**config.mk**
```make
export PLATFORM = sky130hd
export DESIGN_NAME = imem_scrub_ctrl
export DESIGN_NICKNAME = d
export VERILOG_FILES = /design/src/rtl/imem_scrub_ctrl.sv
export SDC_FILE = /design/constraint.sdc
export NUM_CORES = 1
export LEC_CHECK = 0
export ABC_AREA = 1
export CORE_ASPECT_RATIO = 0.7
export CORE_MARGIN = 4
export CORE_UTILIZATION = 42
export DETAILED_ROUTE_END_ITERATION = 8
export DONT_BUFFER_PORTS = 1
export PLACE_DENSITY = 0.68
export SYNTH_ARGS = -nofsm -noshare
export SYNTH_HDL_FRONTEND = slang
export SYNTH_SLANG_ARGS = --single-unit
```
**constraint.sdc**
```tcl
create_clock -name clk -period 2.2 [get_ports clk]
set_input_delay 0.11 -clock clk [delete_from_list [all_inputs] [get_ports clk]]
set_output_delay 0.11 -clock clk [all_outputs]
set_load 0.05 [all_outputs]
```
**src/rtl/imem_scrub_ctrl.sv**
```systemverilog
// imem_scrub_ctrl: background ECC scrubber for an instruction memory.
// Sweeps every word at a fixed idle interval and re-writes words that show
// correctable errors. Uncorrectable errors are counted but never written back.
// CPU fetches own the read port and loader writes own the write port. A
// starvation counter guarantees the scrubber gets one read slot eventually.
// Optional feature: define SCRUB_UE_LOG_EN to latch the address of the last
// uncorrectable word (ue_addr) and pulse ue_irq. When it is undefined both
// outputs are tied to 0.
module imem_scrub_ctrl #(
    parameter int unsigned DEPTH    = 1024,
    parameter int unsigned INTERVAL = 256,
    parameter int unsigned STARVE   = 64,
    parameter int unsigned CNT_W    = 16
) (
    input  logic             clk,
    input  logic             rst_n,
    input  logic             scrub_en,
    input  logic             clr_cnt,
    input  logic             cpu_req,
    input  logic [31:0]      cpu_addr,
    output logic             cpu_gnt,
    input  logic             ld_req,
    input  logic [31:0]      ld_addr,
    input  logic [31:0]      ld_data,
    output logic             ld_ack,
    output logic [31:0]      mem_raddr,
    input  logic [31:0]      mem_rdata,
    input  logic             mem_s_err,
    input  logic             mem_d_err,
    output logic             mem_we,
    output logic [31:0]      mem_waddr,
    output logic [31:0]      mem_wdata,
    output logic [CNT_W-1:0] ce_count,
    output logic [CNT_W-1:0] ue_count,
    output logic             sweep_done,
    output logic             ue_irq,
    output logic [31:0]      ue_addr,
    output logic             scrub_busy
);

    localparam int unsigned AW = (DEPTH > 1) ? $clog2(DEPTH) : 1;
    localparam int unsigned IW = (INTERVAL > 1) ? $clog2(INTERVAL) : 1;
    localparam int unsigned SW = (STARVE > 0) ? $clog2(STARVE + 1) : 1;

    typedef enum logic [1:0] {
        IDLE,
        WAIT,
        READ,
        FIX
    } state_t;

    state_t           r_state;
    logic [AW-1:0]    r_idx;
    logic [IW-1:0]    r_wcnt;
    logic [SW-1:0]    r_starve;
    logic [31:0]      r_fix_data;
    logic [CNT_W-1:0] r_ce;
    logic [CNT_W-1:0] r_ue;
    logic             r_sweep_done;

    logic [31:0]      w_idx_addr;
    logic             w_starved;
    logic             w_scrub_rd;
    logic             w_ce_hit;
    logic             w_ue_hit;
    logic             w_ld_hit;
    logic             w_fix_wr;
    logic             w_fix_cancel;
    logic             w_advance;
    logic             w_wrap;

    assign w_idx_addr   = 32'({r_idx, 2'b00});
    assign w_starved    = (r_starve >= SW'(STARVE));
    // The scrubber owns the read port only in READ, and only when the CPU is
    // idle or has starved the scrubber long enough.
    assign w_scrub_rd   = (r_state == READ) && scrub_en && (!cpu_req || w_starved);
    assign w_ue_hit     = w_scrub_rd && mem_d_err;
    assign w_ce_hit     = w_scrub_rd && mem_s_err && !mem_d_err;
    assign w_ld_hit     = ld_req && (ld_addr[AW+1:2] == r_idx);
    assign w_fix_wr     = (r_state == FIX) && !ld_req;
    // A loader write to the word being repaired makes the captured data stale.
    assign w_fix_cancel = (r_state == FIX) && w_ld_hit;
    assign w_advance    = (w_scrub_rd && !w_ce_hit) || w_fix_wr || w_fix_cancel;
    assign w_wrap       = w_advance && (r_idx == AW'(DEPTH - 1));

    // Port arbitration: CPU wins the read port, loader wins the write port.
    always_comb begin
        cpu_gnt   = cpu_req && !w_scrub_rd;
        mem_raddr = w_scrub_rd ? w_idx_addr : cpu_addr;
        mem_we    = rst_n && (ld_req || w_fix_wr);
        ld_ack    = rst_n && ld_req;
        mem_waddr = ld_req ? ld_addr : w_idx_addr;
        mem_wdata = ld_req ? ld_data : r_fix_data;
    end

    // Sweep FSM with word index, interval timer and starvation counter.
    always_ff @(posedge clk or negedge rst_n) begin
        if (!rst_n) begin
            r_state      <= IDLE;
            r_idx        <= '0;
            r_wcnt       <= '0;
            r_starve     <= '0;
            r_fix_data   <= '0;
            r_sweep_done <= 1'b0;
        end else begin
            r_sweep_done <= w_wrap;
            if (w_advance) begin
                r_idx <= r_idx + AW'(1);
            end
            case (r_state)
                IDLE: begin
                    r_starve <= '0;
                    if (scrub_en) begin
                        r_state <= WAIT;
                        r_wcnt  <= IW'(INTERVAL - 1);
                    end
                end
                WAIT: begin
                    if (!scrub_en) begin
                        r_state <= IDLE;
                    end else if (r_wcnt == '0) begin
                        r_state <= READ;
                    end else begin
                        r_wcnt <= r_wcnt - IW'(1);
                    end
                end
                READ: begin
                    if (!scrub_en) begin
                        r_state  <= IDLE;
                        r_starve <= '0;
                    end else if (w_scrub_rd) begin
                        r_starve <= '0;
                        if (w_ce_hit) begin
                            r_fix_data <= mem_rdata;
                            r_state    <= FIX;
                        end else begin
                            r_state <= WAIT;
                            r_wcnt  <= IW'(INTERVAL - 1);
                        end
                    end else begin
                        r_starve <= r_starve + SW'(1);
                    end
                end
                FIX: begin
                    // Leaving FIX waits for the write-back even if scrub_en drops.
                    if (w_fix_wr || w_fix_cancel) begin
                        r_state <= scrub_en ? WAIT : IDLE;
                        r_wcnt  <= IW'(INTERVAL - 1);
                    end
                end
                default: r_state <= IDLE;
            endcase
        end
    end

    // Saturating error counters; clear wins over a same-cycle increment.
    always_ff @(posedge clk or negedge rst_n) begin
        if (!rst_n) begin
            r_ce <= '0;
            r_ue <= '0;
        end else if (clr_cnt) begin
            r_ce <= '0;
            r_ue <= '0;
        end else begin
            if (w_ce_hit && (r_ce != '1)) begin
                r_ce <= r_ce + CNT_W'(1);
            end
            if (w_ue_hit && (r_ue != '1)) begin
                r_ue <= r_ue + CNT_W'(1);
            end
        end
    end

    assign ce_count   = r_ce;
    assign ue_count   = r_ue;
    assign sweep_done = r_sweep_done;
    assign scrub_busy = (r_state == READ) || (r_state == FIX);

`ifdef SCRUB_UE_LOG_EN
    logic [31:0] r_ue_addr;
    logic        r_ue_irq;

    // Latch the failing word address and raise a one-cycle interrupt.
    always_ff @(posedge clk or negedge rst_n) begin
        if (!rst_n) begin
            r_ue_addr <= '0;
            r_ue_irq  <= 1'b0;
        end else begin
            r_ue_irq <= w_ue_hit;
            if (w_ue_hit) begin
                r_ue_addr <= w_idx_addr;
            end
        end
    end

    assign ue_addr = r_ue_addr;
    assign ue_irq  = r_ue_irq;
`else
    assign ue_addr = '0;
    assign ue_irq  = 1'b0;
`endif

endmodule
```
==> results.yml, run 1 <==
synth:
  yosysSeqAreaShare_pct: 37.3
  yosys.area_share.simple_pct: 36.4
  async_reset_ff_share_pct: 100
  synthXorXnorAreaFrac_pct: 4.12
  netlist.area_leader.share_pct: 37.3
  yosys_warnings: 0
  synthCells: 926
  ys_seq_elements: 92
  synth_top_family_by_area: "simple AND/OR/NAND/NOR gates"
  synth_fa_ha_area_share_pct: 1.22
  ys.flop_type: "dfrtp_1"
  synth_compound_area_share_pct: 6.92
  synth_top_cell_by_area: "dfrtp_1"
  synth.area.top_cells: "dfrtp_1 37%, nand2_1 22%, inv_1 6.9%"
  synth.top_cells.by_count: "364 x nand2_1, 114 x inv_1, 92 x dfrtp_1"
  yosysMostFrequentCell: "nand2_1"
  netlist-cell-type-count: 43
  synth-edff-count: 0
  avgSynthCellArea_um2: 6.66
  synthMuxAreaShare_pct: 0
  syn-cell-area_um2: 6170
pwr:
  cellLeakagePower_nw: 4.07
  powerDensity_nw_per_um2: 957
  max-vdd-ir-drop_mv: 0.625
  power.total_mw: 7.06
placed_design:
  io_buffer_count: 0
  dp_slack_ns: 0.249
  dp_hpwl_um: 13300
  routabilityCongestion: 0.918
timing:
  rsz0062_at_grt: "no"
  relSlewSlack_pct: 54.4
  fin_crit_sh_pct: 91.0
  tightest_slew_ns: 0.677
  maxSlewViolCount: 0
  holdWs_ns: -0.546
  skew_ns: 0.0152
  fin_crit_ns: 2.00
  hold_viol_final: 92
  final.setup.tns_ns: 0
  fmax_ghz: 0.500
  setup_violations: 0
  fin_ws_ns: 0.198
clocking:
  cts_inserted_buffers: 9
  clock_path_buffers: 2
  postCtsSetupBuffers: 0
  cts_tree: "built"
  clockRootBuffer: "clkbuf_16"
  cts_hold_buf: 33
  cts.sinks: 92
  clkTransAtPathRegs_ns: 0.08
  worstSkewPairLatency_ns: 0.34
  htreeDepth: 3
detailed_routing:
  vias: 6029
  routed_wl_um: 17800
  wl_per_cell_um: 14.7
  vias_per_cell: 4.97
  drcViolationCount: 0
  postRouteAntennaNets: 0
  drt-pass1-iter-count: 5
  drtIter0Drc: 503
floorplanning:
  die-area_um2: 16700
  ios: 302
  core_um2: 14100
  start_util_pct: 43.6
  dieWidth_um: 153
  rows: 36
  die_h_um: 109
global_routing:
  antenna_found_initial: 0
  track_usage_pct: 20.1
  met3_usage_pct: 4.80
  grt-ovfl-total: 0
  busiest_layer: "met2"
  grt_pass1_vias: 5403
  grt_start_max_net_pins: 95
  use_met2_pct: 30.3
  grt_first_pass_wirelength_um: 27600
  grt_use_met1_pct: 30.0
critical_path:
  r2r_setup_slack_ns: 0.20
  regToRegEndpoint: "r_wcnt[1]$_DFFE_PN0P_"
  worst-path-max-fanout: 12
  critPathArrivalTime_ns: 2.22
  regToRegStartpoint: "r_idx[5]$_DFFE_PN0P_"
  cp-start-kind: "register"
  endpoint_kind: "register"
  required_ns: 2.42
  r2r_cells: 11
  criticalPathCategory: "register to register"
flow_run:
  maxCapViolations: 0
outcome:
  violations: "hold timing"
  status: "finished, violations left"
layout:
  insertedDiodeCount: 0
  drive_gt1_share_pct: 12.9
  final_core_util_pct: 52.1
  nets: 1161
  area_delta_synth_final_pct: 19.6
min_path:
  hold_class: "input port to async pin"
layout make-up:
type	instances	area, um^2
clock buffer	9	225
clock inverter	7	68.8
fill	1313	6770
inverter	120	458
multi-input combinational	680	3130
sequential	92	2300
tap	190	238
timing repair buffer	116	953
per-layer routing:
layer	routed length, um	share of wire (%)
met3	1600	9.0
met4	66	0.37
met5	0	0
met1	8210	46
met2	7950	45
worst max-delay path: stages, from the launching register on:
cell     delay, ns
dfrtp_1       0.42
inv_1         0.14
nand2_1       0.08
nand2_1       0.04
nor2_1        0.09
nand2_1       0.07
nor2_1        0.13
nand4_1       0.14
nand3_1       0.40
nand2_2       0.22
nand2_1       0.11
nand2_1       0.06
kinds of logic (layout without fill, tap and decap cells):
family                   after synthesis  count (layout)
buffers and inverters                186             252
flip-flops                            92              92
AO/OA/AOI/OAI                         73              73
adder cells (fa/ha/maj)                6               6
XOR/XNOR                              29              29
other                                  1              33
AND/OR/NAND/NOR                      539             539
placed cells by master, fill, tap and decap left out, types with 2 or more instances in the layout:
master / n
nor2_1: 73
nor3_2: 3
nor2_2: 2
nand2_2: 5
inv_8: 2
nand2_4: 4
xnor2_1: 6
buf_4: 83
dlygate4sd3_1: 33
ha_1: 6
nor4_1: 5
clkbuf_16: 9
conb_1: 33
o21ai_1: 21
nand4_1: 15
a21oi_1: 10
inv_1: 114
o21ai_0: 22
a31oi_1: 2
o31ai_1: 2
o21ai_2: 10
and3_1: 2
nand2_1: 363
dfrtp_1: 92
inv_2: 3
xor2_1: 23
nor3_1: 15
o21bai_1: 2
nand3_1: 45
inv_6: 2
power breakdown:
part	internal, mW	switching [mW]
Combinational	0.784	2.24
Clock	0.799	0.730
Sequential	2.15	0.360
per-stage QoR:
stage               cells  area, um^2
global route         1214        7370
floorplan             958        6290
finish               1214        7370
CTS                  1214        7370
global placement     1165        6750
detailed placement   1165        6750
state kept, by name (all words and copies together), names as in the netlist:
signal	flops
r_fix_data	32
ue_count	16
r_state	2
ce_count	16
sweep_done	1
r_wcnt	8
r_idx	10
r_starve	7
worst max-delay path by stage:
stage                                 startpoint               endpoint  slack (ns)
final                       r_idx[5]$_DFFE_PN0P_  r_wcnt[1]$_DFFE_PN0P_        0.20
after global routing        r_idx[5]$_DFFE_PN0P_  r_wcnt[6]$_DFFE_PN0P_        0.01
after CTS                 r_state[0]$_DFFE_PN0P_   r_idx[3]$_DFFE_PN0P_        0.22
after detailed placement  r_state[0]$_DFFE_PN0P_   r_idx[3]$_DFFE_PN0P_        0.25
after global placement      r_idx[0]$_DFFE_PN0P_  r_wcnt[3]$_DFFE_PN0P_        0.32
after floorplan           r_state[0]$_DFFE_PN0P_          mem_raddr[10]        0.11
what timing repair did:
| item | CTS | global route |
|---|---|---|
| hold endpoints to repair | 134 | 92 |
| gates resized for setup | 0 | 1 |
| endpoints found under the setup margin | 0 | 4 |
(Power assumes the default switching activity.)
==> inputs of run 2 (changes only) <==
--- a/config.mk
+++ b/config.mk
@@ -12,6 +12,7 @@
 export DETAILED_ROUTE_END_ITERATION = 8
 export DONT_BUFFER_PORTS = 1
 export PLACE_DENSITY = 0.68
+export REMOVE_ABC_BUFFERS = 1
 export SYNTH_ARGS = -nofsm -noshare
 export SYNTH_HDL_FRONTEND = slang
 export SYNTH_SLANG_ARGS = --single-unit
==> run 2 against run 1 <==
  * The flow still finishes with violations (hold timing)
  * Total power is 0.60% lower
  * Sequential share of layout area hardly changed
  * Fmax is 0.16% lower
  * Sequential power hardly changed
==> results.yml, run 2 (synthesis results as in run 1) <==
outcome:
  status: "finished, violations left"
  violations: "hold timing"
timing:
  holdWs_ns: -0.553
  maxSlewViolCount: 0
  fin_crit_ns: 2.01
  hold_viol_final: 92
  final.setup.tns_ns: 0
  skew_ns: 0.0143
  rsz0062_at_grt: "no"
  fin_crit_sh_pct: 91.1
  tightest_slew_ns: 0.587
  fmax_ghz: 0.499
  relSlewSlack_pct: 60.8
  setup_violations: 0
  fin_ws_ns: 0.195
pwr:
  switching_share_pct: 47.1
  combPwrFrac_pct: 43.6
  p_int_mw: 3.71
  power.total_mw: 7.02
  powerDensity_nw_per_um2: 952
  max-vdd-ir-drop_mv: 0.388
  cellLeakagePower_nw: 4.06
  clkPwrFrac_pct: 21.0
  p_seq_share_pct: 35.3
  p_switching_mw: 3.31
min_path:
  hold_class: "input port to async pin"
global_routing:
  antenna_found_initial: 0
  grt_pass1_vias: 5615
  grt-ovfl-total: 0
  track_usage_pct: 22.3
  grt_start_max_net_pins: 95
  grt_first_pass_wirelength_um: 29700
floorplanning:
  core_um2: 14100
  ios: 302
  rows: 36
  die-area_um2: 16700
  dieWidth_um: 153
  start_util_pct: 43.6
  die_h_um: 109
detailed_routing:
  drtIter0Drc: 488
  vias: 6026
  vias_per_cell: 4.96
  routed_wl_um: 19100
  postRouteAntennaNets: 0
  drcViolationCount: 0
  drt-pass1-iter-count: 5
  wl_per_cell_um: 15.7
critical_path:
  cpMaxStageDelayCell: "dfrtp_1"
  cp_cell_sequence: "nor2_1 -> inv_1 -> nand2_4 -> buf_4 -> nand2_1 -> o21ai_1 -> buf_4"
  crit_buf_inv: 3
  r2r_setup_slack_ns: 0.27
  r2r_cells: 10
  critPathArrivalTime_ns: 1.90
  criticalPathCategory: "register to output pin"
  crit_top_cell: "buf_4"
  regToRegStartpoint: "r_starve[6]$_DFFE_PN0P_"
  endpoint_kind: "output pin"
  worst-path-max-fanout: 20
  crit_family: "buffers and inverters"
  cp_slowest_stage_delay_ns: 0.38
  regToRegEndpoint: "r_wcnt[1]$_DFFE_PN0P_"
  cp-start-kind: "register"
  required_ns: 2.09
placed_design:
  dpl-instance-area_um2: 6760
  dp_slack_ns: 0.304
  io_buffer_count: 0
  routabilityCongestion: 0.962
  dp_hpwl_um: 14600
  dp.cells: 1167
layout:
  largest_register_ffs: 32
  final_core_util_pct: 52.1
  multi_input_comb_area_um2: 3130
  final_cell_mix: "364 x nand2_1, 114 x inv_1, 92 x dfrtp_1, 85 x buf_4, 73 x nor2_1"
  drive_gt1_share_pct: 12.9
  top_register: "r_fix_data"
  final_common_cell: "nand2_1"
  fill_cells: 1387
  area_delta_synth_final_pct: 19.5
  layoutNonFillerInstCount: 1216
  nets: 1163
  seq_area_um2: 2300
  finalInstanceArea_um2: 7370
  insertedDiodeCount: 0
clocking:
  cts_tree: "built"
  worstSkewPairLatency_ns: 0.35
  cts_inserted_buffers: 9
  clock_path_buffers: 2
  cts.sinks: 92
  clkTransAtPathRegs_ns: 0.07
  htreeDepth: 3
  cts_hold_buf: 33
  postCtsSetupBuffers: 0
  ctsResizeCount: 0
  clockRootBuffer: "clkbuf_16"
flow_run:
  maxCapViolations: 0
==> run 2: changes by cell type in the layout (fill, tap and decap cells not counted), sizes merged <==
| cell | delta |
|---|---|
| clkinvlp | +3 |
| inv | -2 |
| clkinv | -2 |
| clkbuf | +1 |
| buf | +2 |
==> run 2: layout make-up <==
cell class | instances | area share (%)
clock buffer | 10 | 3.11
sequential | 92 | 31.2
timing repair buffer | 118 | 13.1
multi-input combinational | 680 | 42.4
clock inverter | 6 | 0.645
tap | 190 | 3.23
inverter | 120 | 6.21
==> run 2: layer usage <==
metal  wire [um]  GRT usage, %
met2        8670          35.3
met5           0             0
met1        8410          30.2
met3        1770          7.04
met4         291          5.47
==> run 2: worst reg2reg max path, stage by stage, from the launching register on <==
cell and delay (ns):
dfrtp_1 0.38, nor2_1 0.20, inv_1 0.12, nand2_4 0.10
inv_4 0.04, nand2_4 0.21, nand2_1 0.10, nor2_2 0.34
nand2_2 0.18, nand2_1 0.10, nand2_1 0.05
==> run 2: worst max path at each step <==
stage / from / end / slack (ns) / cells after the start
after floorplan: r_state[1]$_DFFE_PN0P_ / mem_raddr[10] / -0.16 / 4
after global placement: r_starve[6]$_DFFE_PN0P_ / r_wcnt[1]$_DFFE_PN0P_ / 0.41 / 10
after detailed placement: r_starve[6]$_DFFE_PN0P_ / r_wcnt[1]$_DFFE_PN0P_ / 0.30 / 10
after CTS: r_starve[6]$_DFFE_PN0P_ / mem_raddr[6] / 0.23 / 7
after global routing: r_starve[6]$_DFFE_PN0P_ / r_wcnt[2]$_DFFE_PN0P_ / 0.07 / 10
final: r_starve[6]$_DFFE_PN0P_ / mem_raddr[6] / 0.19 / 7
==> run 2: power by group through the flow <==
stage / Combinational [mW] / Clock, mW / Sequential [mW]
3_5_place_dp: 3.00 / 0 / 2.51
3_3_place_gp: 2.97 / 0 / 2.50
6_report: 3.06 / 1.48 / 2.48
4_1_cts: 3.07 / 1.51 / 2.48
5_1_grt: 3.36 / 1.58 / 2.55
2_1_floorplan: 2.37 / 0 / 2.48
==> inputs of run 3 (changes only) <==
--- a/config.mk
+++ b/config.mk
@@ -5,12 +5,12 @@
 export SDC_FILE = /design/constraint.sdc
 export NUM_CORES = 1
 export LEC_CHECK = 0
-export ABC_AREA = 1
 export CORE_ASPECT_RATIO = 0.7
 export CORE_MARGIN = 4
 export CORE_UTILIZATION = 42
 export DETAILED_ROUTE_END_ITERATION = 8
 export DONT_BUFFER_PORTS = 1
+export GPL_ROUTABILITY_DRIVEN = 0
 export PLACE_DENSITY = 0.68
 export REMOVE_ABC_BUFFERS = 1
 export SYNTH_ARGS = -nofsm -noshare
==> run 3 against run 2 <==
  * The run still ends with hold timing left
  * Synthesized area down 7.7%
  * Fmax is 2.3% lower
  * Critical endpoint is now mem_raddr[2]
  * Global-route usage shrank 1.0 points
==> results.yml, run 3 <==
timing:
  tightest_slew_ns: 0.631
  setup_violations: 0
  holdWs_ns: -0.542
  rsz0062_at_grt: "no"
  fmax_ghz: 0.487
  maxSlewViolCount: 0
  hold_viol_final: 92
  fin_crit_ns: 2.05
  skew_ns: 0.00928
  fin_crit_sh_pct: 93.3
  relSlewSlack_pct: 57.4
clocking:
  cts_inserted_buffers: 9
  clock_path_buffers: 2
  clkTransAtPathRegs_ns: 0.07
  clockRootBuffer: "clkbuf_16"
  postCtsSetupBuffers: 0
  cts.sinks: 92
  cts_tree: "built"
  worstSkewPairLatency_ns: 0.34
  htreeDepth: 3
  cts_hold_buf: 34
synth:
  netlist-cell-type-count: 52
  yosysMostFrequentCell: "nand2_1"
  synth-edff-count: 0
  netlist.area_leader.share_pct: 40.4
  synth.top_cells.by_count: "125 x nand2_1, 92 x dfrtp_1, 52 x and2_1"
  synth_top_cell_by_area: "dfrtp_1"
  ys.flop_type: "dfrtp_1"
  yosys_warnings: 0
  syn-cell-area_um2: 5690
  avgSynthCellArea_um2: 9.02
  synth.area.top_cells: "dfrtp_1 40%, mux2_2 8.7%, nand2_1 8.2%"
  async_reset_ff_share_pct: 100
  yosysSeqAreaShare_pct: 40.4
  ys_seq_elements: 92
  synthCells: 631
critical_path:
  cp_cell_sequence: "nand2b_1 -> nand2_1 -> buf_6 -> mux2_2"
  regToRegStartpoint: "r_starve[6]$_DFFE_PN0P_"
  worst-path-max-fanout: 37
  cp-start-kind: "register"
  critPathArrivalTime_ns: 1.94
  cpMaxStageDelayCell: "mux2_2"
  crit_family: "multiplexers"
  crit_buf_inv: 1
  endpoint_kind: "output pin"
  r2r_setup_slack_ns: 0.20
  regToRegEndpoint: "ce_count[15]$_DFFE_PN0P_"
  cp_slowest_stage_delay_ns: 0.51
  r2r_cells: 6
  criticalPathCategory: "register to output pin"
  required_ns: 2.09
layout:
  multi_input_comb_area_um2: 3090
  nets: 835
  top_register: "r_fix_data"
  area_delta_synth_final_pct: 18.5
  insertedDiodeCount: 0
  final_common_cell: "nand2_1"
  finalInstanceArea_um2: 6740
  final_cell_mix: "125 x nand2_1, 92 x dfrtp_1, 49 x buf_4, 47 x and2_1, 44 x mux2_2"
  drive_gt1_share_pct: 18.1
  seq_area_um2: 2300
  fill_cells: 1203
  largest_register_ffs: 32
placed_design:
  dp_hpwl_um: 12900
  dpl-instance-area_um2: 6050
  io_buffer_count: 0
detailed_routing:
  routed_wl_um: 17400
  vias_per_cell: 5.34
  postRouteAntennaNets: 0
  drt-pass1-iter-count: 7
  drtIter0Drc: 364
  wl_per_cell_um: 19.7
  vias: 4719
  drcViolationCount: 0
flow_run:
  maxCapViolations: 0
pwr:
  max-vdd-ir-drop_mv: 0.343
  cellLeakagePower_nw: 3.03
  powerDensity_nw_per_um2: 813
  power.total_mw: 5.49
floorplanning:
  die-area_um2: 15500
  start_util_pct: 43.0
  dieWidth_um: 147
  ios: 302
  die_h_um: 105
  rows: 35
  core_um2: 13200
global_routing:
  antenna_found_initial: 0
  grt_pass1_vias: 4691
  track_usage_pct: 21.3
  grt_start_max_net_pins: 95
  grt-ovfl-total: 0
  grt_first_pass_wirelength_um: 26500
outcome:
  status: "finished, violations left"
  violations: "hold timing"
min_path:
  hold_class: "input port to async pin"
run 3: changes by cell type after synthesis, sizes merged, moves of 5 or more:
cell,previous run,this run
o21ai,53,20
mux2,0,45
nand2,372,125
inv,118,11
and2,1,53
nor3,18,12
o21a,1,7
nand3,46,17
xnor2,6,23
or3,0,5
a211oi,0,12
nor2,76,35
run 3: kinds of logic after synthesis:
logic type	count (synthesis)	synth area share, %
buffers and inverters	77	7.52
xor gates and xnor gates	42	6.46
other	1	0.0659
AOI/OAI and AO/OA	75	8.93
DFF	92	40.4
muxes	48	9.50
and+or+nand+nor	290	25.8
adders and majority gates	6	1.32
run 3: how the worst max path moves through the flow:
stage,cells past startpoint,to,start
global route,4,mem_raddr[2],r_starve[6]$_DFFE_PN0P_
detailed placement,5,ue_count[10]$_DFFE_PN0P_,ue_count[1]$_DFFE_PN0P_
finish,4,mem_raddr[2],r_starve[6]$_DFFE_PN0P_
global placement,5,r_idx[1]$_DFFE_PN0P_,r_idx[6]$_DFFE_PN0P_
CTS,4,mem_raddr[18],r_starve[6]$_DFFE_PN0P_
floorplan,5,ce_count[13]$_DFFE_PN0P_,r_state[1]$_DFFE_PN0P_
run 3: where the power goes:
| group | internal, mW | leakage (nW) | switching [mW] |
|---|---|---|---|
| combinational | 0.441 | 1.67 | 1.25 |
| clock | 1.03 | 0.156 | 0.671 |
| sequential | 1.90 | 1.21 | 0.194 |
run 3: cell type report:
class,instances,share of cell area (%)
clock buffer,10,3.54
clock inverter,6,1.37
inverter,11,0.612
multi-input combinational,494,45.8
sequential,92,34.1
tap,185,3.43
timing repair buffer,85,11.1
run 3: repair_timing:
item / CTS / global route
resized for setup: 0 / 6
setup endpoints to repair: 0 / 19
endpoints found under the hold margin: 157 / 92
run 3: layer usage:
layer | up-vias | wire length, um | track usage (%)
met2 | 190 | 8430 | 35.2
met5 | - | 0 | 0
met1 | 2307 | 7280 | 27.6
met4 | 0 | 239 | 4.72
li1 | 2201 | - | -
met3 | 21 | 1490 | 6.75
run 3: per-stage QoR:
step | instances | hold slack (ns) | utilization (%) | setup TNS, ns | setup slack (ns)
finish | 883 | -0.542 | 51.0 | 0 | 0.148
detailed placement | 833 | -0.183 | 45.8 | 0 | 0.233
global placement | 833 | -0.182 | 45.8 | 0 | 0.352
CTS | 883 | -0.559 | 50.9 | 0 | 0.0354
global route | 883 | -0.568 | 51.0 | 0 | 0.0506
floorplan | 597 | -0.186 | - | -10.96 | -0.653
